<file path="config.mk">
export PLATFORM = sky130hd
export DESIGN_NAME = udm_bus_arb
export DESIGN_NICKNAME = d
export VERILOG_FILES = /design/src/rtl/udm_arb_pkg.sv /design/src/rtl/udm_arb_idfifo.sv /design/src/rtl/udm_bus_arb.sv
export SDC_FILE = /design/constraint.sdc
export NUM_CORES = 1
export LEC_CHECK = 0
export BUFFER_PORTS_ARGS = -buffer_cell sky130_fd_sc_hd__buf_2
export CORE_AREA = 2 2 109 111
export CTS_CLUSTER_SIZE = 12
export DETAILED_ROUTE_END_ITERATION = 16
export DIE_AREA = 0 0 111 113
export PLACE_DENSITY = 0.62
export SLEW_MARGIN = 10
export SYNTH_ARGS = -nofsm -noshare
export SYNTH_HDL_FRONTEND = slang
export SYNTH_HIERARCHICAL = 1
export SYNTH_SLANG_ARGS = --single-unit
export TNS_END_PERCENT = 5
</file>
<file path="constraint.sdc">
create_clock -name clk_i -period 2.7 [get_ports clk_i]
set_input_delay 0.405 -clock clk_i [delete_from_list [all_inputs] [get_ports clk_i]]
set_output_delay 0.405 -clock clk_i [all_outputs]
set_load 0.05 [all_outputs]
</file>
<file path="src/rtl/udm_arb_pkg.sv">
// Shared types and constants for the udm two-master bus arbiter.
// Used by udm_bus_arb and udm_arb_idfifo.
package udm_arb_pkg;

  localparam int N_MASTERS = 2;
  localparam int ADDR_W    = 32;
  localparam int DATA_W    = 32;
  localparam int BE_W      = 4;

  typedef logic mid_t;

  typedef enum logic {
    ARB_IDLE = 1'b0,
    ARB_LOCK = 1'b1
  } arb_state_t;

  // Grant choice for the current request vector; on a tie round-robin favours the master not granted last.
  function automatic mid_t arb_pick(
    input logic [N_MASTERS-1:0] req,
    input mid_t                 last,
    input logic                 rr_en
  );
    mid_t pick;
    pick = 1'b0;
    if (req[0] && req[1]) begin
      pick = rr_en ? ~last : 1'b0;
    end else if (req[1]) begin
      pick = 1'b1;
    end
    return pick;
  endfunction

endpackage

</file>
<file path="src/rtl/udm_arb_idfifo.sv">
// Small FIFO of master ids for outstanding reads; head is visible combinationally.
// Pop while empty is ignored; push while full is accepted only together with a pop.
module udm_arb_idfifo
  import udm_arb_pkg::*;
#(
  parameter int  DEPTH = 4,
  parameter type T     = mid_t
) (
  input  logic clk_i,
  input  logic rst_ni,
  input  logic push_i,
  input  T     din_i,
  input  logic pop_i,
  output T     dout_o,
  output logic full_o,
  output logic empty_o
);

  localparam int PTR_W = $clog2(DEPTH);
  localparam int CNT_W = PTR_W + 1;
  localparam logic [CNT_W-1:0] FULL_CNT = CNT_W'(DEPTH);

  T                 r_mem [DEPTH];
  logic [PTR_W-1:0] r_wptr;
  logic [PTR_W-1:0] r_rptr;
  logic [CNT_W-1:0] r_cnt;
  logic             w_push;
  logic             w_pop;

  assign empty_o = (r_cnt == '0);
  assign full_o  = (r_cnt == FULL_CNT);
  assign w_pop   = pop_i & ~empty_o;
  assign w_push  = push_i & (~full_o | w_pop);
  assign dout_o  = r_mem[r_rptr];

  // Storage needs no reset: an entry is only read after it has been written.
  always_ff @(posedge clk_i) begin
    if (w_push) begin
      r_mem[r_wptr] <= din_i;
    end
  end

  always_ff @(posedge clk_i or negedge rst_ni) begin
    if (!rst_ni) begin
      r_wptr <= '0;
      r_rptr <= '0;
      r_cnt  <= '0;
    end else begin
      if (w_push) begin
        r_wptr <= r_wptr + PTR_W'(1);
      end
      if (w_pop) begin
        r_rptr <= r_rptr + PTR_W'(1);
      end
      case ({w_push, w_pop})
        2'b10:   r_cnt <= r_cnt + CNT_W'(1);
        2'b01:   r_cnt <= r_cnt - CNT_W'(1);
        default: r_cnt <= r_cnt;
      endcase
    end
  end

endmodule

</file>
<file path="src/rtl/udm_bus_arb.sv">
// Two-master arbiter (m0 = udm debug, m1 = CPU data) onto one slave bus, with read-response routing.
// Define UDM_ARB_RR_EN for round-robin tie breaking; otherwise master 0 has fixed priority.
module udm_bus_arb
  import udm_arb_pkg::*;
#(
  parameter int PEND_DEPTH = 4
) (
  input  logic                        clk_i,
  input  logic                        rst_ni,
  input  logic [N_MASTERS-1:0]        m_req_i,
  output logic [N_MASTERS-1:0]        m_ack_o,
  input  logic [N_MASTERS-1:0]        m_we_i,
  input  logic [N_MASTERS*ADDR_W-1:0] m_addr_bi,
  input  logic [N_MASTERS*BE_W-1:0]   m_be_bi,
  input  logic [N_MASTERS*DATA_W-1:0] m_wdata_bi,
  output logic [N_MASTERS-1:0]        m_resp_o,
  output logic [DATA_W-1:0]           m_rdata_bo,
  output logic                        s_req_o,
  input  logic                        s_ack_i,
  output logic                        s_we_o,
  output logic [ADDR_W-1:0]           s_addr_bo,
  output logic [BE_W-1:0]             s_be_bo,
  output logic [DATA_W-1:0]           s_wdata_bo,
  input  logic                        s_resp_i,
  input  logic [DATA_W-1:0]           s_rdata_bi,
  output logic                        err_unexp_resp_o
);

  arb_state_t r_state;
  arb_state_t w_state_next;
  mid_t       r_gnt;
  mid_t       w_gnt_next;
  mid_t       w_pick;
  mid_t       w_head;
  logic       r_err;
  logic       w_s_req;
  logic       w_accept;
  logic       w_push;
  logic       w_pop;
  logic       w_full;
  logic       w_empty;
  logic       w_rd_block;

  logic [ADDR_W-1:0] w_addr  [N_MASTERS];
  logic [BE_W-1:0]   w_be    [N_MASTERS];
  logic [DATA_W-1:0] w_wdata [N_MASTERS];

  for (genvar gi = 0; gi < N_MASTERS; gi++) begin : g_master
    assign w_addr[gi]   = m_addr_bi[gi*ADDR_W +: ADDR_W];
    assign w_be[gi]     = m_be_bi[gi*BE_W +: BE_W];
    assign w_wdata[gi]  = m_wdata_bi[gi*DATA_W +: DATA_W];
    assign m_ack_o[gi]  = w_accept & (r_gnt == mid_t'(gi));
    assign m_resp_o[gi] = w_pop & (w_head == mid_t'(gi));
  end

`ifdef UDM_ARB_RR_EN
  mid_t r_last;

  // Reset value 1 so that master 0 wins the first tie.
  always_ff @(posedge clk_i or negedge rst_ni) begin
    if (!rst_ni) begin
      r_last <= 1'b1;
    end else if (w_accept) begin
      r_last <= r_gnt;
    end
  end

  assign w_pick = arb_pick(m_req_i, r_last, 1'b1);
`else
  assign w_pick = arb_pick(m_req_i, 1'b0, 1'b0);
`endif

  // A response popping in this cycle frees the slot a blocked read needs.
  assign w_pop      = s_resp_i & ~w_empty;
  assign w_rd_block = ~m_we_i[r_gnt] & w_full & ~w_pop;
  assign w_push     = w_accept & ~m_we_i[r_gnt];

  always_comb begin
    w_state_next = r_state;
    w_gnt_next   = r_gnt;
    w_s_req      = 1'b0;
    w_accept     = 1'b0;
    case (r_state)
      ARB_IDLE: begin
        if (|m_req_i) begin
          w_gnt_next   = w_pick;
          w_state_next = ARB_LOCK;
        end
      end
      ARB_LOCK: begin
        w_s_req  = m_req_i[r_gnt] & ~w_rd_block;
        w_accept = w_s_req & s_ack_i;
        if (w_accept || !m_req_i[r_gnt]) begin
          w_state_next = ARB_IDLE;
        end
      end
      default: w_state_next = ARB_IDLE;
    endcase
  end

  always_ff @(posedge clk_i or negedge rst_ni) begin
    if (!rst_ni) begin
      r_state <= ARB_IDLE;
      r_gnt   <= 1'b0;
      r_err   <= 1'b0;
    end else begin
      r_state <= w_state_next;
      r_gnt   <= w_gnt_next;
      r_err   <= r_err | (s_resp_i & w_empty);
    end
  end

  udm_arb_idfifo #(
    .DEPTH (PEND_DEPTH),
    .T     (mid_t)
  ) u_idfifo (
    .clk_i   (clk_i),
    .rst_ni  (rst_ni),
    .push_i  (w_push),
    .din_i   (r_gnt),
    .pop_i   (w_pop),
    .dout_o  (w_head),
    .full_o  (w_full),
    .empty_o (w_empty)
  );

  // Payload is held at zero whenever no request is being presented to the slave.
  assign s_req_o          = w_s_req;
  assign s_we_o           = w_s_req & m_we_i[r_gnt];
  assign s_addr_bo        = w_s_req ? w_addr[r_gnt]  : '0;
  assign s_be_bo          = w_s_req ? w_be[r_gnt]    : '0;
  assign s_wdata_bo       = w_s_req ? w_wdata[r_gnt] : '0;
  assign m_rdata_bo       = w_pop ? s_rdata_bi : '0;
  assign err_unexp_resp_o = r_err;

endmodule

</file>
== After elaboration in Yosys (flattened, before gate mapping) ==
Memories as Yosys holds them, arrays and structs flattened.
Index checks and enable logic that the tools add are counted.
Storage, ports and cells
  flip-flop bits (word level): 10
  memory bits (writable): 4
  output and inout port bits: 107
  memories: 1
Operators by class
  $add $sub $neg: 4
  magnitude comparators: 2
  equality and inequality tests: 3
  mux-type cells: 27
  bitwise gates (word level): 25
  reductions and logical operators: 7
Memory list
  u_idfifo.r_mem: depth 4, width 1, read ports 1, clocked after memory_dff 0, write ports 1, RTL line udm_arb_idfifo.sv:23  | T r_mem [DEPTH];
Operators with widths (number)
  32-bit two-way mux: 9
  4-bit two-way mux: 4
  1-bit bitwise AND: 14
  1-bit two-way mux: 12
  1-bit NOT: 8
  3-bit case mux with 2 select lines: 1
  2-bit by 1-bit adder with 2-bit output (second input constant): 2
  3-bit by 1-bit adder with 3-bit output (second input constant): 1
  3-bit equality test (second input constant): 1
  3-bit logical NOT: 1
  3-bit by 1-bit subtractor with 3-bit output (second input constant): 1
  2-bit by 1-bit equality test with 1-bit output (second input constant): 1
  2-bit equality test (second input constant): 1
  2-bit >= comparator (second input constant): 1
  1-bit by 2-bit < comparator with 1-bit output (second input constant): 1
  1-bit NOT with 2-bit output: 1
  1-bit OR: 2
  1-bit case mux with 2 select lines: 1
  2-bit AND reduction: 1
  2-bit nonzero test: 1
  2-bit OR reduction: 1
  1-bit logical AND: 1
  1-bit logical NOT: 1
  1-bit logical OR: 1

== Longest topological paths before layout ==
Gate-level depths: netlist (run 1).
  depth after elaboration: 13
  depth in mapped cells: 13
  mapped depth without buffers: 12

== By module ==
Netlist (run 1), hierarchy kept.
By module, submodules not included
  udm_bus_arb: times used 1, cells an instance 213, area each 1465.2 µm², seq. area each 75.1 µm²
  udm_arb_idfifo: times used 1, cells an instance 43, area each 580.6 µm², seq. area each 295.3 µm²

== Worst setup path after synthesis (run 1) ==
No wires, ideal clock.
  path kind: register to output
  start: register r_gnt
  end: output m_ack_o[0]
  arrival time: 2300 ps
  required time: 2295 ps
  path slack: -5 ps
  cell stages (with the launch flop): 6
  cell sequence: dfrtp_1 > buf_4 > mux2i_1 > a311o_1 > buf_2 > nor3_1
Between the ends
  cells in the longest elaborated chain, start to end: 10
  elaborated cells between the ends (all ways): 13
  classes of those cells: 5 x mux; 8 x bitwise
Ends and longest elaborated chain
  from (decl): RTL line udm_bus_arb.sv:31  | mid_t r_gnt;
  from (signal assigned): RTL line udm_bus_arb.sv:108  | r_gnt <= w_gnt_next;
  1-bit two-way mux (not written as such) (2 in a row): RTL line udm_bus_arb.sv:75  | assign w_rd_block = ~m_we_i[r_gnt] & w_full & ~w_pop;
  1-bit NOT: RTL line udm_bus_arb.sv:75
  1-bit bitwise AND (2 in a row): RTL line udm_bus_arb.sv:75
  1-bit NOT: RTL line udm_bus_arb.sv:91  | w_s_req = m_req_i[r_gnt] & ~w_rd_block;
  1-bit bitwise AND: RTL line udm_bus_arb.sv:91
  1-bit bitwise AND: RTL line udm_bus_arb.sv:92  | w_accept = w_s_req & s_ack_i;
  1-bit two-way mux: RTL line udm_bus_arb.sv:83  | case (r_state)
  1-bit bitwise AND *: RTL line udm_bus_arb.sv:52  | assign m_ack_o[gi] = w_accept & (r_gnt == mid_t'(gi));
  to (decl): RTL line udm_bus_arb.sv:11  | output logic [N_MASTERS-1:0] m_ack_o,
Every way passes the cells marked *; elsewhere a longest branch is shown, timed or not. The select of a mux whose other input is x is not followed.

== Worst setup path after layout (run 1) ==
  start: register u_idfifo.r_cnt[0]
  end: register u_idfifo.r_cnt[2]
Between the ends
  cells in the longest elaborated chain, start to end: 13
  elaborated cells between the ends (all ways): 22
  classes of those cells: 2 x add/sub; 3 x eq/ne; 2 x mux; 13 x bitwise; 2 x reduce/logical
Ends and longest elaborated chain
  from (decl): RTL line udm_arb_idfifo.sv:26  | logic [CNT_W-1:0] r_cnt;
  from (signal assigned): RTL line udm_arb_idfifo.sv:56  | 2'b10: r_cnt <= r_cnt + CNT_W'(1);
  from (signal assigned): RTL line udm_arb_idfifo.sv:57  | 2'b01: r_cnt <= r_cnt - CNT_W'(1);
  from (signal assigned): RTL line udm_arb_idfifo.sv:58  | default: r_cnt <= r_cnt;
  3-bit logical NOT *: RTL line udm_arb_idfifo.sv:30  | assign empty_o = (r_cnt == '0);
  via w_empty: RTL line udm_bus_arb.sv:41  | logic w_empty;
  1-bit NOT *: RTL line udm_bus_arb.sv:74  | assign w_pop = s_resp_i & ~w_empty;
  1-bit bitwise AND *: RTL line udm_bus_arb.sv:74
  1-bit NOT *: RTL line udm_bus_arb.sv:75
  1-bit bitwise AND *: RTL line udm_bus_arb.sv:75
  1-bit NOT *: RTL line udm_bus_arb.sv:91
  1-bit bitwise AND *: RTL line udm_bus_arb.sv:91
  1-bit bitwise AND *: RTL line udm_bus_arb.sv:92
  1-bit two-way mux *: RTL line udm_bus_arb.sv:83
  1-bit bitwise AND *: RTL line udm_bus_arb.sv:76  | assign w_push = w_accept & ~m_we_i[r_gnt];
  via w_push: RTL line udm_bus_arb.sv:38  | logic w_push;
  1-bit bitwise AND *: RTL line udm_arb_idfifo.sv:33  | assign w_push = push_i & (~full_o | w_pop);
  2-bit by 1-bit equality test with 1-bit output / 2-bit equality test (equally long branches): RTL line udm_arb_idfifo.sv:55  | case ({w_push, w_pop})
  3-bit case mux with 2 select lines / 2-bit nonzero test (equally long branches)
Mark *: on every way through the listed nets, which the timed path passes. The rest lies on a longest branch.
A chain may end at the register's enable or synchronous reset.

==> impl_metrics.sql, run 1 <==
INSERT INTO impl_metrics (metric_group, metric, value, unit) VALUES
('outcome', 'run_status', 'complete, no violations', ''),
('sta', 'timing_max_transition_violations_final', '0', ''),
('yosys', 'synth.avg_cell_area', '7.99', 'um2'),
('grt', 'grt_pass1_vias', '2361', ''),
('placement', 'place_hpwl', '6580', 'um'),
('pwr', 'power.switching_fraction', '62.0', '%'),
('layout', 'drive_above_1_share', '57.3', '%'),
('clock_tree', 'ctsLongestPathBuffers', '2', ''),
('pwr', 'power.density', '1050', 'nW/um2'),
('sta', 'setup_repair_after_global_routing_missed_its_margin', 'false', ''),
('yosys', 'number_of_enable_flip_flop_cells_after_synthesis', '4', ''),
('yosys', 'synth.ff_latch_count', '14', ''),
('layout', 'layout-area-overhead-vs-synth', '77.9', '%'),
('yosys', 'post-synth-top-count-cell', 'nor2_1', ''),
('clock_tree', 'clock_latency', '0.24', 'ns'),
('route', 'detail_route.iter0.violations', '76', ''),
('sta', 'final.period_utilization', '92.1', '%'),
('grt', 'grt_antenna_before_repair', '0', ''),
('pwr', 'sequentialPowerShare', '10.3', '%'),
('pwr', 'power.share.combinational', '82.3', '%'),
('yosys', 'synth_common_cells', '74 x nor2_1, 71 x mux2i_1, 33 x and2_1, 10 x dfrtp_1', ''),
('placement', 'place.gp.congestion', '0.806', ''),
('hold_path', 'holdCritPathClass', 'primary input to asynchronous set/reset pin', ''),
('clock_tree', 'cts.reportedPaths.clkPinSlew', '0.05', 'ns'),
('clock_tree', 'clkSinkCount', '14', ''),
('yosys', 'async_reset_ff_share', '71.4', '%'),
('floorplan', 'rows', '39', ''),
('sta', 'max_freq', '0.402', 'GHz'),
('clock_tree', 'ctsHoldBuffers', '0', ''),
('pwr', 'vdd_drop_max', '0.477', 'mV'),
('yosys', 'synth_top_cell_area_share', '34.7', '%'),
('layout', 'seqCellArea', '374', 'um2'),
('route', 'vias', '2655', ''),
('pwr', 'cellInternalPower', '1.45', 'mW'),
('yosys', 'netlist-cell-type-count', '30', ''),
('floorplan', 'start_util', '18.1', '%'),
('pwr', 'power_switching', '2.37', 'mW'),
('clock_tree', 'cts_setup_buffers', '0', ''),
('route', 'antenna_left', '0', ''),
('setup_path', 'worstSetupPathType', 'flip-flop to flip-flop', ''),
('layout', 'multiInputGateArea', '1510', 'um2'),
('yosys', 'syn_inst', '256', ''),
('clock_tree', 'root_buffer', 'clkbuf_16', ''),
('sta', 'tns', '0', 'ns'),
('layout', 'diodes', '0', ''),
('sta', 'number_of_setup_violations_in_the_final_report', '0', ''),
('yosys', 'synth.area.top_cells', 'mux2i_1 35%, nor2_1 14%, dfrtp_1 12%', ''),
('sta', 'layout_min_cycle_time', '2.49', 'ns'),
('yosys', 'yosys_warnings', '6', ''),
('grt', 'grt-ovfl-total', '0', ''),
('sta', 'slew-limit-headroom', '59.6', '%'),
('grt', 'all_layer_gr_usage', '11.1', '%'),
('route', 'final_wirelength', '7920', 'um'),
('floorplan', 'design.die.area', '12500', 'um2'),
('sta', 'fin_worst_skew', '0.00123', 'ns'),
('yosys', 'seq_area_frac_synth', '18.1', '%'),
('grt', 'grt_max_degree', '72', ''),
('layout', 'fillers', '1238', ''),
('sta', 'worstMarginPinSlew', '0.605', 'ns'),
('pwr', 'finalPower', '3.82', 'mW'),
('floorplan', 'ioPinCount', '283', ''),
('route', 'detail_route.drc_violations', '0', ''),
('yosys', 'netlist_area', '2050', 'um2'),
('floorplan', 'fp.dieH', '113', 'um'),
('route', 'vias_per_cell', '3.96', ''),
('route', 'wire_per_inst', '11.8', 'um'),
('yosys', 'synth_nets', '438', ''),
('clock_tree', 'cts_repair_resize_count', '0', ''),
('clock_tree', 'tritoncts.num_buffers', '3', ''),
('setup_path', 'worst-path-max-fanout', '7', ''),
('floorplan', 'fp.coreArea', '11300', 'um2');
## power by group through the flow
stage          logic, mW  clock network (mW)  registers [mW]
6_report            3.14               0.282           0.393
4_1_cts             3.18               0.290           0.395
2_1_floorplan       2.54                   0           0.396
3_5_place_dp        3.17                   0           0.398
5_1_grt             3.33               0.303           0.410
3_3_place_gp        3.16                   0           0.393
## registers in the layout, indices dropped and copies added, names as in the netlist
name	cells
r_state	1
u_idfifo/r_rptr	2
u_idfifo/r_mem	4
r_gnt	1
u_idfifo/r_wptr	2
u_idfifo/r_cnt	3
err_unexp_resp_o	1
## layout make-up
cell class | instances | share of cell area, %
timing repair buffer | 286 | 40.0
clock buffer | 4 | 2.17
tap | 143 | 4.92
sequential | 14 | 10.3
inverter | 11 | 1.13
multi-input combinational | 212 | 41.5
## per-stage QoR
stage / hold WS, ns / worst slack [ns] / utilization (%) / instances / cell area, um2
6_report: 0.0240 / 0.214 / 32.3 / 670 / 3640
5_1_grt: 0.0403 / 0.0645 / 32.3 / 670 / 3640
4_1_cts: 0.0365 / 0.208 / 32.3 / 670 / 3640
3_5_place_dp: 0.287 / 0.221 / 31.6 / 666 / 3560
3_3_place_gp: 0.283 / 0.291 / 31.6 / 666 / 3560
2_1_floorplan: 0.109 / 0.164 / - / 256 / 2050
## metal layers
| layer | vias up | track usage (%) | routed length, um |
|---|---|---|---|
| li1 | 1381 | - | - |
| met1 | 1152 | 14.7 | 3430 |
| met2 | 120 | 19.1 | 3780 |
| met3 | 2 | 2.89 | 696 |
| met4 | 0 | 0.917 | 9 |
| met5 | - | 0 | 0 |
## kinds of logic (layout without fill, tap and decap cells)
family / after synthesis / count (layout) / synth area share [%]
multiplexers: 73 / 73 / 36.6
flip-flops: 14 / 14 / 18.1
buffers and inverters: 30 / 301 / 8.32
AO/OA/AOI/OAI: 8 / 8 / 3.18
XOR/XNOR: 6 / 6 / 2.57
AND/OR/NAND/NOR: 119 / 119 / 27.2
adder cells (fa/ha/maj): 6 / 6 / 4.04
## worst paths after layout
check / cells after the start / startpoint / endpoint / slack [ns]
worst max-delay path: 12 / u_idfifo/r_cnt[0] / u_idfifo/r_cnt[2] / 0.21
min in group clk_i: 2 / m_req_i[0] / r_gnt / 0.38
worst min-delay path: 1 / rst_ni / u_idfifo/r_wptr[0] / 0.02
worst max register to register: 12 / u_idfifo/r_cnt[0] / u_idfifo/r_cnt[2] / 0.21
max in group asynchronous: 1 / rst_ni / r_gnt / 2.45
worst min register to register: 1 / err_unexp_resp_o / err_unexp_resp_o / 0.46
## placed cells by master (no fill, tap or decap)
master,count
clkbuf_16,3
nor3_2,1
o22ai_1,1
nor3_1,1
a21oi_1,2
nand2b_1,2
or3b_1,1
a31oi_1,1
a311o_2,1
o31a_2,1
xnor2_1,3
edfxtp_1,4
dfrtp_1,9
nor2_1,74
mux2i_1,71
and2_2,4
buf_4,3
a21o_1,1
o21a_4,1
xor2_1,3
buf_2,282
inv_1,9
mux4_2,1
and2_1,33
buf_12,1
inv_2,2
nand2_1,3
clkbuf_1,1
dfrtp_4,1
ha_1,5
mux2_4,1
fa_1,1
## critical path, stage by stage (launching register included)
cell and delay (ns):
dfrtp_1 0.42, nor3_1 0.25, nand2b_1 0.23, a311o_2 0.24, nor2_1 0.06, o21a_4 0.14, inv_1 0.06, ha_1 0.18
inv_1 0.06, fa_1 0.37, xor2_1 0.15, nor2_1 0.11, xor2_1 0.14
Note: power is estimated with default switching activity, not from simulation.
==> run 2: changes to the inputs <==
Settings changed: GPL_TIMING_DRIVEN from default to 0.
==> impl_metrics.sql, run 2 (synthesized netlist as in run 1, its figures left out) <==
INSERT INTO impl_metrics (metric_group, metric, value, unit) VALUES
('outcome', 'run_status', 'complete, no violations', ''),
('placement', 'place_hpwl', '7280', 'um'),
('sta', 'timing_max_transition_violations_final', '0', ''),
('floorplan', 'rows', '39', ''),
('grt', 'grt_max_degree', '12', ''),
('job', 'cap_violations', '0', ''),
('placement', 'place.detailed.instances', '681', ''),
('hold_path', 'holdCritPathClass', 'primary input to asynchronous set/reset pin', ''),
('sta', 'number_of_setup_violations_in_the_final_report', '0', ''),
('setup_path', 'worst-path-max-fanout', '10', ''),
('grt', 'grt-ovfl-total', '0', ''),
('route', 'final_wirelength', '8490', 'um'),
('pwr', 'leakagePower', '2.28', 'nW'),
('floorplan', 'start_util', '18.1', '%'),
('layout', 'nets', '727', ''),
('placement', 'place_area', '3640', 'um2'),
('sta', 'max_freq', '0.382', 'GHz'),
('layout', 'fillers', '1181', ''),
('clock_tree', 'root_buffer', 'clkbuf_16', ''),
('clock_tree', 'tritoncts.num_buffers', '3', ''),
('grt', 'grt_first_pass_wirelength', '12600', 'um'),
('setup_path', 'ff2ff_setup_slack', '0.17', 'ns'),
('clock_tree', 'ctsHoldBuffers', '0', ''),
('floorplan', 'fp.dieH', '113', 'um'),
('clock_tree', 'cts.reportedPaths.clkPinSlew', '0.04', 'ns'),
('pwr', 'vdd_drop_max', '0.439', 'mV'),
('layout', 'final_area', '3800', 'um2'),
('route', 'top_layer', 'met4', ''),
('layout', 'drive_above_1_share', '57.5', '%'),
('clock_tree', 'clock_tree.htree_level_count', '1', ''),
('route', 'detail_route.iter0.violations', '112', ''),
('pwr', 'finalPower', '4.02', 'mW'),
('route', 'vias', '2766', ''),
('pwr', 'power.density', '1060', 'nW/um2'),
('floorplan', 'die_x', '111', 'um'),
('sta', 'fin_hold_ws', '0.0206', 'ns'),
('layout', 'max_flop_register', 'u_idfifo/r_mem', ''),
('layout', 'layout-area-overhead-vs-synth', '85.6', '%'),
('setup_path', 'critical_path_arrival', '2.21', 'ns'),
('layout', 'layout.cells.most_common', 'buf_2', ''),
('layout', 'mostFrequentLayoutCells', '279 x buf_2, 73 x nor2_1, 70 x mux2i_1', ''),
('sta', 'layout_min_cycle_time', '2.62', 'ns'),
('grt', 'grt_pass1_vias', '2505', ''),
('floorplan', 'ioPinCount', '283', ''),
('grt', 'grt_antenna_before_repair', '0', ''),
('sta', 'final.period_utilization', '96.9', '%'),
('layout', 'layout.core_utilization', '33.7', '%'),
('setup_path', 'required', '2.30', 'ns'),
('clock_tree', 'clkSinkCount', '14', ''),
('floorplan', 'fp.coreArea', '11300', 'um2'),
('setup_path', 'worstSetupPathType', 'flip-flop to primary output', ''),
('route', 'drt_pass1_iterations', '4', ''),
('layout', 'diodes', '0', ''),
('route', 'met3RoutedLength', '668', 'um'),
('setup_path', 'timing.reg2reg.worst_path_depth', '13', ''),
('route', 'antenna_left', '0', ''),
('sta', 'fin_worst_skew', '0.00182', 'ns'),
('sta', 'setup_repair_after_global_routing_missed_its_margin', 'true', ''),
('sta', 'hold_violations', '0', ''),
('setup_path', 'rr_startpoint', 'u_idfifo/r_cnt[0]', ''),
('clock_tree', 'cts_tree', 'yes', ''),
('setup_path', 'setup.worst_path.start_class', 'flip-flop', ''),
('placement', 'place.gp.congestion', '0.811', ''),
('floorplan', 'design.die.area', '12500', 'um2'),
('setup_path', 'rr_endpoint', 'u_idfifo/r_cnt[2]', ''),
('placement', 'place.port_buffers', '282', ''),
('route', 'wire_per_inst', '12.4', 'um'),
('sta', 'slew-limit-headroom', '47.1', '%'),
('clock_tree', 'ctsLongestPathBuffers', '2', ''),
('clock_tree', 'clock_latency', '0.24', 'ns'),
('route', 'routedLengthMet1', '3660', 'um'),
('setup_path', 'endpoint_kind', 'primary output', ''),
('route', 'detail_route.drc_violations', '0', ''),
('route', 'vias_per_cell', '4.03', ''),
('layout', 'largest_register_ff_count', '4', ''),
('layout', 'largestRegisters', 'u_idfifo/r_mem: 4 flops, u_idfifo/r_cnt: 3 flops', ''),
('route', 'wl_met2', '4110', 'um'),
('grt', 'all_layer_gr_usage', '12.0', '%'),
('layout', 'post_layout_nonfiller_instances', '687', ''),
('sta', 'worstMarginPinSlew', '0.794', 'ns');
run 2: cell types whose count changed in the layout (fill, tap and decap cells not counted), moves of 2 or more:
cell      delta
buf_6        +8
buf_2        -3
clkbuf_1     +7
clkbuf_4     +2
run 2: metal layers:
metal,GRT usage (%),vias to the layer above
li1,-,1414
met1,15.9,1228
met2,20.6,120
met3,2.41,4
met4,2.08,0
met5,0,-
run 2: repair_timing:
item	in CTS	in global routing
cloned	0	0
setup buffers	0	3
resized for setup	7	7
endpoints found under the setup margin	5	3
run 2: where the power goes:
group / internal [mW] / switching (mW)
combinational: 1.07 / 2.28
clock: 0.195 / 0.0792
sequential: 0.312 / 0.0839
total: 1.58 / 2.44
run 2: worst max-delay path, cell delays in order (launching register included):
cell and delay (ns):
dfrtp_2 0.43, buf_8 0.16, mux2i_4 0.19, a311o_1 0.36, buf_6 0.13, buf_12 0.13
buf_6 0.14, nor2_1 0.14, clkbuf_4 0.26
run 2: worst max path at each step:
stage / startpoint / to / cells past startpoint
global route: r_gnt / s_wdata_bo[23] / 8
detailed placement: r_gnt / u_idfifo/r_cnt[2] / 13
global placement: r_gnt / u_idfifo/r_cnt[2] / 13
finish: r_gnt / s_wdata_bo[22] / 8
CTS: r_gnt / u_idfifo/r_cnt[2] / 13
floorplan: r_gnt / u_idfifo/r_cnt[2] / 13
run 2: final cells by class:
cell class	count	area (um2)	share of cell area, %
buffer	18	139	3.66
tap	143	179	4.71
multi-input combinational	212	1530	40.4
clock buffer	3	75.1	1.98
timing repair buffer	285	1450	38.3
inverter	11	41.3	1.09
clock inverter	1	3.75	0.0989
sequential	14	372	9.79
run 2: per-stage QoR:
stage	setup WS, ns	setup TNS, ns
floorplan	0.164	0
global placement	-0.297	-0.404
detailed placement	-0.295	-0.397
CTS	0.0199	0
global route	-0.0145	-0.0160
finish	0.0833	0
